`config.mk`:
```
export PLATFORM = sky130hd
export DESIGN_NAME = mbtrain_cal_tx_seq
export DESIGN_NICKNAME = d
export VERILOG_FILES = /design/src/rtl/mbtrain_cal_tx_seq.sv
export SDC_FILE = /design/constraint.sdc
export NUM_CORES = 1
export LEC_CHECK = 0
export CORE_MARGIN = 1.5
export CORE_UTILIZATION = 44
export DETAILED_ROUTE_END_ITERATION = 16
export PLACE_DENSITY_LB_ADDON = 0.1
export RECOVER_POWER = 25
export SLEW_MARGIN = 20
export SYNTH_ARGS = -nofsm -noshare
export SYNTH_HDL_FRONTEND = slang
export SYNTH_SLANG_ARGS = --single-unit
```
`constraint.sdc`:
```
create_clock -name clk -period 2.7 [get_ports clk]
set_clock_uncertainty 0.15 [all_clocks]
set_input_delay 0.405 -clock clk [delete_from_list [all_inputs] [get_ports clk]]
set_output_delay 0.405 -clock clk [all_outputs]
set_load 0.02 [all_outputs]
```
`src/rtl/mbtrain_cal_tx_seq.sv`:
```
// rtl/mbtrain_cal_tx_seq.sv - mainband training TX calibration sequencer
// Handshakes start/end with the partner over sideband, runs the point test with bounded retries.
module mbtrain_cal_tx_seq #(
  parameter int          NUM_LANES      = 16,
  parameter bit          MODE           = 1'b0,
  parameter logic [3:0]  MSG_START_REQ  = 4'd1,
  parameter logic [3:0]  MSG_START_RESP = 4'd2,
  parameter logic [3:0]  MSG_END_REQ    = 4'd3,
  parameter logic [3:0]  MSG_END_RESP   = 4'd4,
  parameter int          TIMEOUT_CYCLES = 1024,
  parameter int          MAX_RETRY      = 2,
  localparam int         RETRY_W        = (MAX_RETRY > 0) ? $clog2(MAX_RETRY + 1) : 1
) (
  input  logic                 clk,
  input  logic                 rst,
  input  logic                 i_en,
  input  logic [3:0]           i_decoded_sideband_message,
  input  logic                 i_sideband_valid,
  input  logic                 i_busy_negedge_detected,
  input  logic                 i_valid_rx,
  input  logic                 i_test_ack,
  input  logic [NUM_LANES-1:0] i_rx_lanes_result,
  input  logic [NUM_LANES-1:0] i_lane_mask,
  output logic [3:0]           o_sideband_message,
  output logic                 o_valid_tx,
  output logic                 o_pt_en,
  output logic                 o_mainband_or_valtrain_test,
  output logic                 o_test_ack,
  output logic                 o_error,
  output logic                 o_pass,
  output logic [NUM_LANES-1:0] o_lanes_result,
  output logic [RETRY_W-1:0]   o_retry_cnt
);

  localparam int TIMER_W = (TIMEOUT_CYCLES > 1) ? $clog2(TIMEOUT_CYCLES) : 1;

  typedef enum logic [2:0] {
    IDLE      = 3'd0,
    START_REQ = 3'd1,
    CAL_ALGO  = 3'd2,
    EVAL      = 3'd3,
    END_REQ   = 3'd4,
    DONE      = 3'd5,
    ERROR     = 3'd6
  } state_t;

  state_t               cs, ns;
  logic [TIMER_W-1:0]   timer;
  logic                 start_resp, end_resp, timeout, pass, retry_max, abort;

  assign start_resp = i_sideband_valid && (i_decoded_sideband_message == MSG_START_RESP);
  assign end_resp   = i_sideband_valid && (i_decoded_sideband_message == MSG_END_RESP);
  assign timeout    = (timer == TIMER_W'(TIMEOUT_CYCLES - 1));
  assign pass       = &(o_lanes_result | i_lane_mask);
  assign retry_max  = (o_retry_cnt == RETRY_W'(MAX_RETRY));
  assign abort      = (cs != IDLE) && !i_en;

  // Timer only runs while waiting on the partner and restarts on every state change.
  always_ff @(posedge clk) begin
    if (rst) begin
      cs    <= IDLE;
      timer <= '0;
    end else begin
      cs <= ns;
      if ((ns != cs) || !((cs == START_REQ) || (cs == END_REQ)))
        timer <= '0;
      else
        timer <= timer + 1'b1;
    end
  end

  always_comb begin
    ns = cs;
    if (abort) begin
      ns = IDLE;
    end else begin
      case (cs)
        IDLE:      if (i_en) ns = START_REQ;
        START_REQ: if (start_resp) ns = CAL_ALGO;
                   else if (timeout) ns = ERROR;
        CAL_ALGO:  if (i_test_ack) ns = EVAL;
        EVAL:      ns = (pass || retry_max) ? END_REQ : CAL_ALGO;
        END_REQ:   if (end_resp) ns = DONE;
                   else if (timeout) ns = ERROR;
        DONE:      ns = DONE;
        ERROR:     ns = ERROR;
        default:   ns = IDLE;
      endcase
    end
  end

  always_ff @(posedge clk) begin
    if (rst) begin
      o_sideband_message          <= '0;
      o_valid_tx                  <= 1'b0;
      o_pt_en                     <= 1'b0;
      o_mainband_or_valtrain_test <= 1'b0;
      o_test_ack                  <= 1'b0;
      o_error                     <= 1'b0;
      o_pass                      <= 1'b0;
      o_lanes_result              <= '0;
      o_retry_cnt                 <= '0;
    end else if (abort) begin
      o_sideband_message          <= '0;
      o_valid_tx                  <= 1'b0;
      o_pt_en                     <= 1'b0;
      o_mainband_or_valtrain_test <= 1'b0;
      o_test_ack                  <= 1'b0;
      o_error                     <= 1'b0;
      o_pass                      <= 1'b0;
      o_retry_cnt                 <= '0;
    end else begin
      if (i_busy_negedge_detected && !i_valid_rx)
        o_valid_tx <= 1'b0;
      if ((ns != cs) && ((ns == START_REQ) || (ns == END_REQ)))
        o_valid_tx <= 1'b1;

      case (cs)
        IDLE: begin
          if (i_en) begin
            o_sideband_message <= MSG_START_REQ;
            o_retry_cnt        <= '0;
            o_pass             <= 1'b0;
            o_test_ack         <= 1'b0;
            o_error            <= 1'b0;
          end
        end
        START_REQ, END_REQ: begin
          if (ns == CAL_ALGO) begin
            o_pt_en                     <= 1'b1;
            o_mainband_or_valtrain_test <= MODE;
          end else if (ns == DONE) begin
            o_sideband_message <= '0;
            o_test_ack         <= 1'b1;
          end else if (ns == ERROR) begin
            o_error            <= 1'b1;
            o_pt_en            <= 1'b0;
            o_sideband_message <= '0;
            o_valid_tx         <= 1'b0;
          end
        end
        CAL_ALGO: begin
          if (i_test_ack) begin
            o_lanes_result <= i_rx_lanes_result;
            o_pt_en        <= 1'b0;
          end
        end
        EVAL: begin
          o_pass <= pass;
          if (ns == END_REQ) begin
            o_sideband_message <= MSG_END_REQ;
          end else begin
            o_retry_cnt <= o_retry_cnt + 1'b1;
            o_pt_en     <= 1'b1;
          end
        end
        default: ;
      endcase
    end
  end

endmodule

```
==> results by group, run 1 <==
Place
  – DP Worst Slack: 0.0150 ns
  – Placer Congestion: 0.833
  – DP Wirelength: 3690 um
  – Placed Cells: 363
  – PortBufs: 67

Detailed routing
  – Vias: 1960
  – DR vias/cell: 5.28
  – Drt total wl: 4830 um
  – Drt pass-1 iters: 5
  – WL/cell: 13.0 um
  – Routed Antenna Nets: 0
  – DRC violations left: 0
  – Initial DRC count: 125

Cells and area
  – Synth-to-Final Area Change: 42.1%
  – Proportion of layout cells with a drive suffix above 1: 8.15%
  – FILL cells: 404
  – Ant. Diodes: 0
  – Layout Cells excl Fill: 371
  – Layout Nets: 363
  – Register Area: 761 um^2
  – Core Util, Final: 64.6%
  – Area of the multi-input gates: 1100 um^2

Setup path
  – Crit path DAT: 2.57 ns
  – Critical path required time: 2.73 ns
  – Worst setup EP type: register
  – CP max-delay cell: o32a_4
  – Worst flop-to-flop path endpoint: o_retry_cnt[1]
  – Critical Path Fanout Max: 9
  – CP cell instances: ha_1 > and4_1 > and3_4 > o32a_4 > a21oi_4 > and3_1 > a2111oi_0 > a21o_1
  – R2r worst-path depth: 8
  – R2R Setup Slk: 0.16 ns
  – Worst path max stage delay: 0.37 ns
  – FF-to-FF Start: timer[0]
  – Kind of start point of the critical path: register
  – CP Class: reg2reg

Yosys
  – FF+latch count, synth: 38
  – Yosys warns: 0
  – Netlist Area Pre-Place: 1970 um^2
  – Sequential share of the synthesized area: 38.7%
  – Dominant cells by area after synthesis: dfxtp_1 (39%), nand2_1 (8.6%), nor2_1 (5.7%)
  – Fraction of registers with async set/reset: 0%
  – Post-synthesis average cell area: 7.99 um^2
  – Yosys top cell area share: 38.7%
  – Mapped Cells: 246
  – Synth cell types: 54
  – Post-synth EDFFs: 0
  – Largest area contributor in the netlist: dfxtp_1
  – Top_reg_cell synth: dfxtp_1

Global routing
  – First-pass GRT wire length: 8050 um
  – Global route overflow: 0
  – Vias in the first global route: 1833
  – Antenna violations before repair: 0
  – Gr usage total: 20.4%
  – Pin count of the biggest net entering global routing: 21

Clocking
  – CTS resizes: 0
  – Clock tree buffer depth: 2
  – Worst skew pair latency: 0.29 ns
  – Clock root buffer: clkbuf_8
  – Hold Buf Count CTS: 0
  – Clock sinks: 38
  – Postcts setup bufs: 0
  – # H-tree levels: 2
  – Clk pin slew, worst setup/hold paths: 0.07 ns
  – TritonCTS clock tree: built
  – Cts bufs inserted: 5

Power and ir drop
  – Pleak: 1.05 nW
  – Worst vdd ir: 0.222 mV
  – PwrDens: 400 nW/um^2
  – Total power: 1.12 mW

Run status
  – Status: completed

Die
  – Die Span X: 69.8 um
  – Die Span Y: 69.8 um
  – Initial Utilization: 45.5%
  – Row Count: 24
  – Die ar.: 4880 um^2
  – IO Pins: 71
  – Core ar.: 4320 um^2

Run
  – Max-capacitance violation count: 0

Timing
  – Slew at the pin closest to its max-slew limit: 0.605 ns
  – Min Tclk post-route: 2.54 ns
  – Worst setup margin: 0.162 ns
  – Hold Violations, Final: 0
  – Relative slew margins: 59.6%
  – Slew Viols, Final: 0
  – Setup violators final: 0
  – Unrepaired setup endpoints after global routing: false
  – Crit share post-route: 94.0%
  – Setup TNS: 0 ns
  – Fmax: 394 MHz

Hold path
  – Hold path start: timer[0]
  – Min-Delay Path Class: reg2reg
  – Hold depth: 1
  – Worst hold endpoint: timer[0]
==> synth_stat cells, types with 3 or more instances <==
cell,count
xor2_1,7
dfxtp_1,38
nand2_1,45
clkbuf_1,6
nand4_1,3
a21oi_1,22
buf_4,5
nand2b_1,3
o21ai_0,5
a21o_1,3
inv_1,8
nor3_1,5
nor2_1,30
o22ai_1,8
nand3_1,7
nor2b_1,3
==> layout by cell type, fill, tap and decap left out, types with 3 or more instances in the layout <==
| cell | count |
|---|---|
| nor3_1 | 5 |
| o22ai_1 | 8 |
| clkdlybuf4s50_1 | 53 |
| a21o_1 | 3 |
| clkbuf_8 | 6 |
| nor2_1 | 30 |
| nand4_1 | 3 |
| dlygate4sd3_1 | 14 |
| inv_1 | 8 |
| nand3_1 | 7 |
| a21oi_1 | 22 |
| dfxtp_1 | 38 |
| conb_1 | 3 |
| nand2b_1 | 3 |
| nand2_1 | 45 |
| nor2b_1 | 3 |
| buf_4 | 10 |
| xor2_1 | 7 |
| o21ai_0 | 5 |
==> layer usage <==
layer,global-route usage [%],up-vias,wire [um]
met5,0,-,0
met4,7.69,0,74
met3,6.25,9,304
met2,31.4,67,2150
met1,26.8,881,2300
li1,-,1003,-
==> per-stage QoR <==
step | hold WS [ns] | instance area [um^2]
after floorplan | 0.280 | 1970
after global placement | 0.289 | 2700
after detailed placement | 0.302 | 2700
after CTS | 0.319 | 2790
after global routing | 0.349 | 2790
final | 0.318 | 2790
==> layout make-up <==
cell class	instances	share of cell area [%]
multi-input combinational	188	39.4
timing repair buffer	77	26.7
clock inverter	1	0.179
sequential	38	27.2
tap	52	2.33
clock buffer	7	3.09
inverter	8	1.07
==> worst max-delay path by stage <==
stage,startpoint,to,depth (start not counted)
3_5_place_dp,i_decoded_sideband_message[0],timer[4],8
2_1_floorplan,timer[0],o_retry_cnt[0],8
3_3_place_gp,i_decoded_sideband_message[1],o_retry_cnt[1],8
5_1_grt,timer[0],o_valid_tx,8
4_1_cts,timer[0],o_retry_cnt[1],8
6_report,timer[0],o_retry_cnt[1],8
==> registers in the layout (all words and copies together) (netlist names) <==
name                count
o_lanes_result         16
timer                  10
cs                      3
o_retry_cnt             2
o_sideband_message      2
o_error                 1
o_pass                  1
o_pt_en                 1
o_test_ack              1
o_valid_tx              1
==> cells by family (layout without fill, tap and decap cells) <==
logic type | Yosys count | in the layout | share of synthesized area [%]
buf+inv | 22 | 93 | 5.67
xor+xnor | 9 | 9 | 4.01
other cells | 1 | 3 | 0.191
compound gates | 60 | 60 | 22.2
simple gates | 113 | 113 | 27.5
flops | 38 | 38 | 38.7
fa+ha+maj | 2 | 2 | 1.27
mux | 1 | 1 | 0.509
==> worst max-delay path: cells and delay by family, from the launching register on <==
kind	cells	cell delay, ns
compound gates	4	0.96
fa+ha+maj	1	0.24
flops	1	0.34
simple gates	3	0.73
==> where the power goes <==
part / total, mW / switching, mW / leakage (nW) / internal, mW
Sequential: 0.571 / 0.00607 / 0.307 / 0.565
Combinational: 0.148 / 0.0630 / 0.698 / 0.0849
Clock: 0.399 / 0.194 / 0.0482 / 0.206
Note: power is estimated with default switching activity, not from simulation.
==> run 2, diff against run 1 <==
- CAP_MARGIN: not set -> 40
- CORE_MARGIN: 1.5 -> 2
==> results by group, run 2 (synthesis gave the netlist of run 1 again) <==
Run status
  – Status: completed

Setup path
  – R2r worst-path depth: 7
  – R2R Setup Slk: 0.20 ns
  – Critical Path Fanout Max: 18
  – Worst setup EP type: register
  – Worst flop-to-flop path endpoint: o_retry_cnt[0]
  – FF-to-FF Start: cs[1]
  – Kind of start point of the critical path: register
  – CP Launch Point: cs[1]
  – CP Class: reg2reg
  – Critical path required time: 2.78 ns
  – Crit path DAT: 2.58 ns

Timing
  – Fmax: 400 MHz
  – Crit share post-route: 92.6%
  – Hold Violations, Final: 0
  – Relative slew margins: 60.7%
  – Slew Viols, Final: 0
  – Min Tclk post-route: 2.50 ns
  – Unrepaired setup endpoints after global routing: false
  – Worst setup margin: 0.198 ns
  – Slew at the pin closest to its max-slew limit: 0.589 ns
  – Setup TNS: 0 ns
  – Setup violators final: 0

Detailed routing
  – Routed Antenna Nets: 0
  – Vias: 1949
  – Drt pass-1 iters: 4
  – Drt total wl: 4970 um
  – DR vias/cell: 5.24
  – DRC violations left: 0
  – WL/cell: 13.4 um
  – Initial DRC count: 96

Cells and area
  – Area of the multi-input gates: 1100 um^2
  – Biggest register: o_lanes_result
  – Most frequent cells in the layout: clkdlybuf4s50_1 (52), nand2_1 (45), dfxtp_1 (38), nor2_1 (30), a21oi_1 (22)
  – FILL cells: 372
  – Max FFs per register: 16
  – Regs by FF count: o_lanes_result x16, timer x10, cs x3
  – Register Area: 761 um^2
  – Layout Nets: 364
  – Ant. Diodes: 0
  – Most common cell after layout, fill and taps aside: clkdlybuf4s50_1
  – Synth-to-Final Area Change: 45.1%
  – Core Util, Final: 66.0%
  – Proportion of layout cells with a drive suffix above 1: 8.75%

Power and ir drop
  – Combinational power share: 11.6%
  – Proportion of power drawn by the clock network: 45.4%
  – P_sw: 0.274 mW
  – Pleak: 1.08 nW
  – Sequential share of power: 43.1%
  – Worst vdd ir: 0.340 mV
  – PwrDens: 462 nW/um^2
  – Sw Share: 20.8%
  – Cell Int Power: 1.05 mW

Global routing
  – Vias in the first global route: 1914
  – Grt peak-use layer: met2
  – Pin count of the biggest net entering global routing: 21
  – M1 GR Usage: 26.8%
  – Global route overflow: 0
  – Antenna violations before repair: 0
  – First-pass GRT wire length: 8470 um
  – Met2 usage: 33.5%
  – Met3 Usage GRT: 6.55%
  – Gr usage total: 21.0%

Clocking
  – Hold Buf Count CTS: 0
  – Cts bufs inserted: 5
  – # H-tree levels: 2
  – Clk pin slew, worst setup/hold paths: 0.08 ns
  – TritonCTS clock tree: built
  – Clock root buffer: clkbuf_8
  – Clock tree buffer depth: 2
  – Postcts setup bufs: 0
  – CTS resizes: 0
  – Worst skew pair latency: 0.28 ns
  – Clock sinks: 38

Die
  – IO Pins: 71
  – Core ar.: 4320 um^2
  – Die Span Y: 70.8 um
  – Die ar.: 5020 um^2
  – Row Count: 24
  – Die Span X: 70.8 um
  – Initial Utilization: 45.5%

Hold path
  – Min-Delay Path Class: reg2reg
  – Worst hold endpoint: o_lanes_result[1]
  – Hold path start: o_lanes_result[1]
  – Hold depth: 2

Place
  – PortBufs: 67
  – DP Wirelength: 3640 um
  – Placer Congestion: 0.839
  – DP Worst Slack: 0.0281 ns

Run
  – Max-capacitance violation count: 0
==> run 2: cell types whose count changed in the layout (fill, tap and decap cells not counted), sizes merged <==
| cell | previous run | this run |
|---|---|---|
| clkbuf | 7 | 6 |
| buf | 10 | 11 |
| dlygate4sd3 | 14 | 15 |
| clkinv | 1 | 0 |
| bufinv | 0 | 2 |
| clkdlybuf4s50 | 53 | 52 |
==> run 2: per-stage QoR <==
step	power, mW	hold slack (ns)	std cells	instance area (um^2)
after floorplan	0.652	0.280	248	1970
after global placement	0.735	0.292	364	2710
after detailed placement	0.735	0.309	364	2710
after CTS	1.33	0.328	372	2850
after global routing	1.37	0.340	372	2850
final	1.32	0.322	372	2850
==> run 2: power groups by stage <==
stage | clock, mW | combinational, mW | sequential [mW]
2_1_floorplan | 0 | 0.0654 | 0.587
3_3_place_gp | 0 | 0.153 | 0.582
3_5_place_dp | 0 | 0.153 | 0.582
4_1_cts | 0.608 | 0.154 | 0.569
5_1_grt | 0.631 | 0.165 | 0.569
6_report | 0.598 | 0.153 | 0.568
==> run 2: cell type report <==
| class | instances | area share [%] |
|---|---|---|
| multi-input combinational | 188 | 38.6 |
| inverter | 8 | 1.05 |
| sequential | 38 | 26.7 |
| timing repair buffer | 78 | 26.4 |
| clock buffer | 6 | 2.89 |
| clock inverter | 2 | 2.11 |
| tap | 52 | 2.28 |
==> run 2: per-layer routing <==
metal,vias to the layer above,wire (um)
met5,-,0
met4,0,46
met3,6,356
met2,63,2340
met1,877,2230
li1,1003,-
==> run 2: how the worst max path moves through the flow <==
stage	end	slack, ns	cells past startpoint
final	o_retry_cnt[0]	0.20	7
after detailed placement	timer[4]	0.03	8
after global placement	o_valid_tx	0.04	8
after floorplan	o_retry_cnt[0]	0.45	8
after global routing	o_retry_cnt[0]	0.06	7
after CTS	o_retry_cnt[0]	0.21	8
==> run 2: worst max-delay path, cell delays in order (launching register included) <==
cell and delay (ns):
dfxtp_1 0.70, nor2_1 0.14, a311oi_1 0.32, o32a_4 0.22, a21oi_4 0.06, and3_1 0.24
a2111oi_0 0.48, a21o_1 0.13
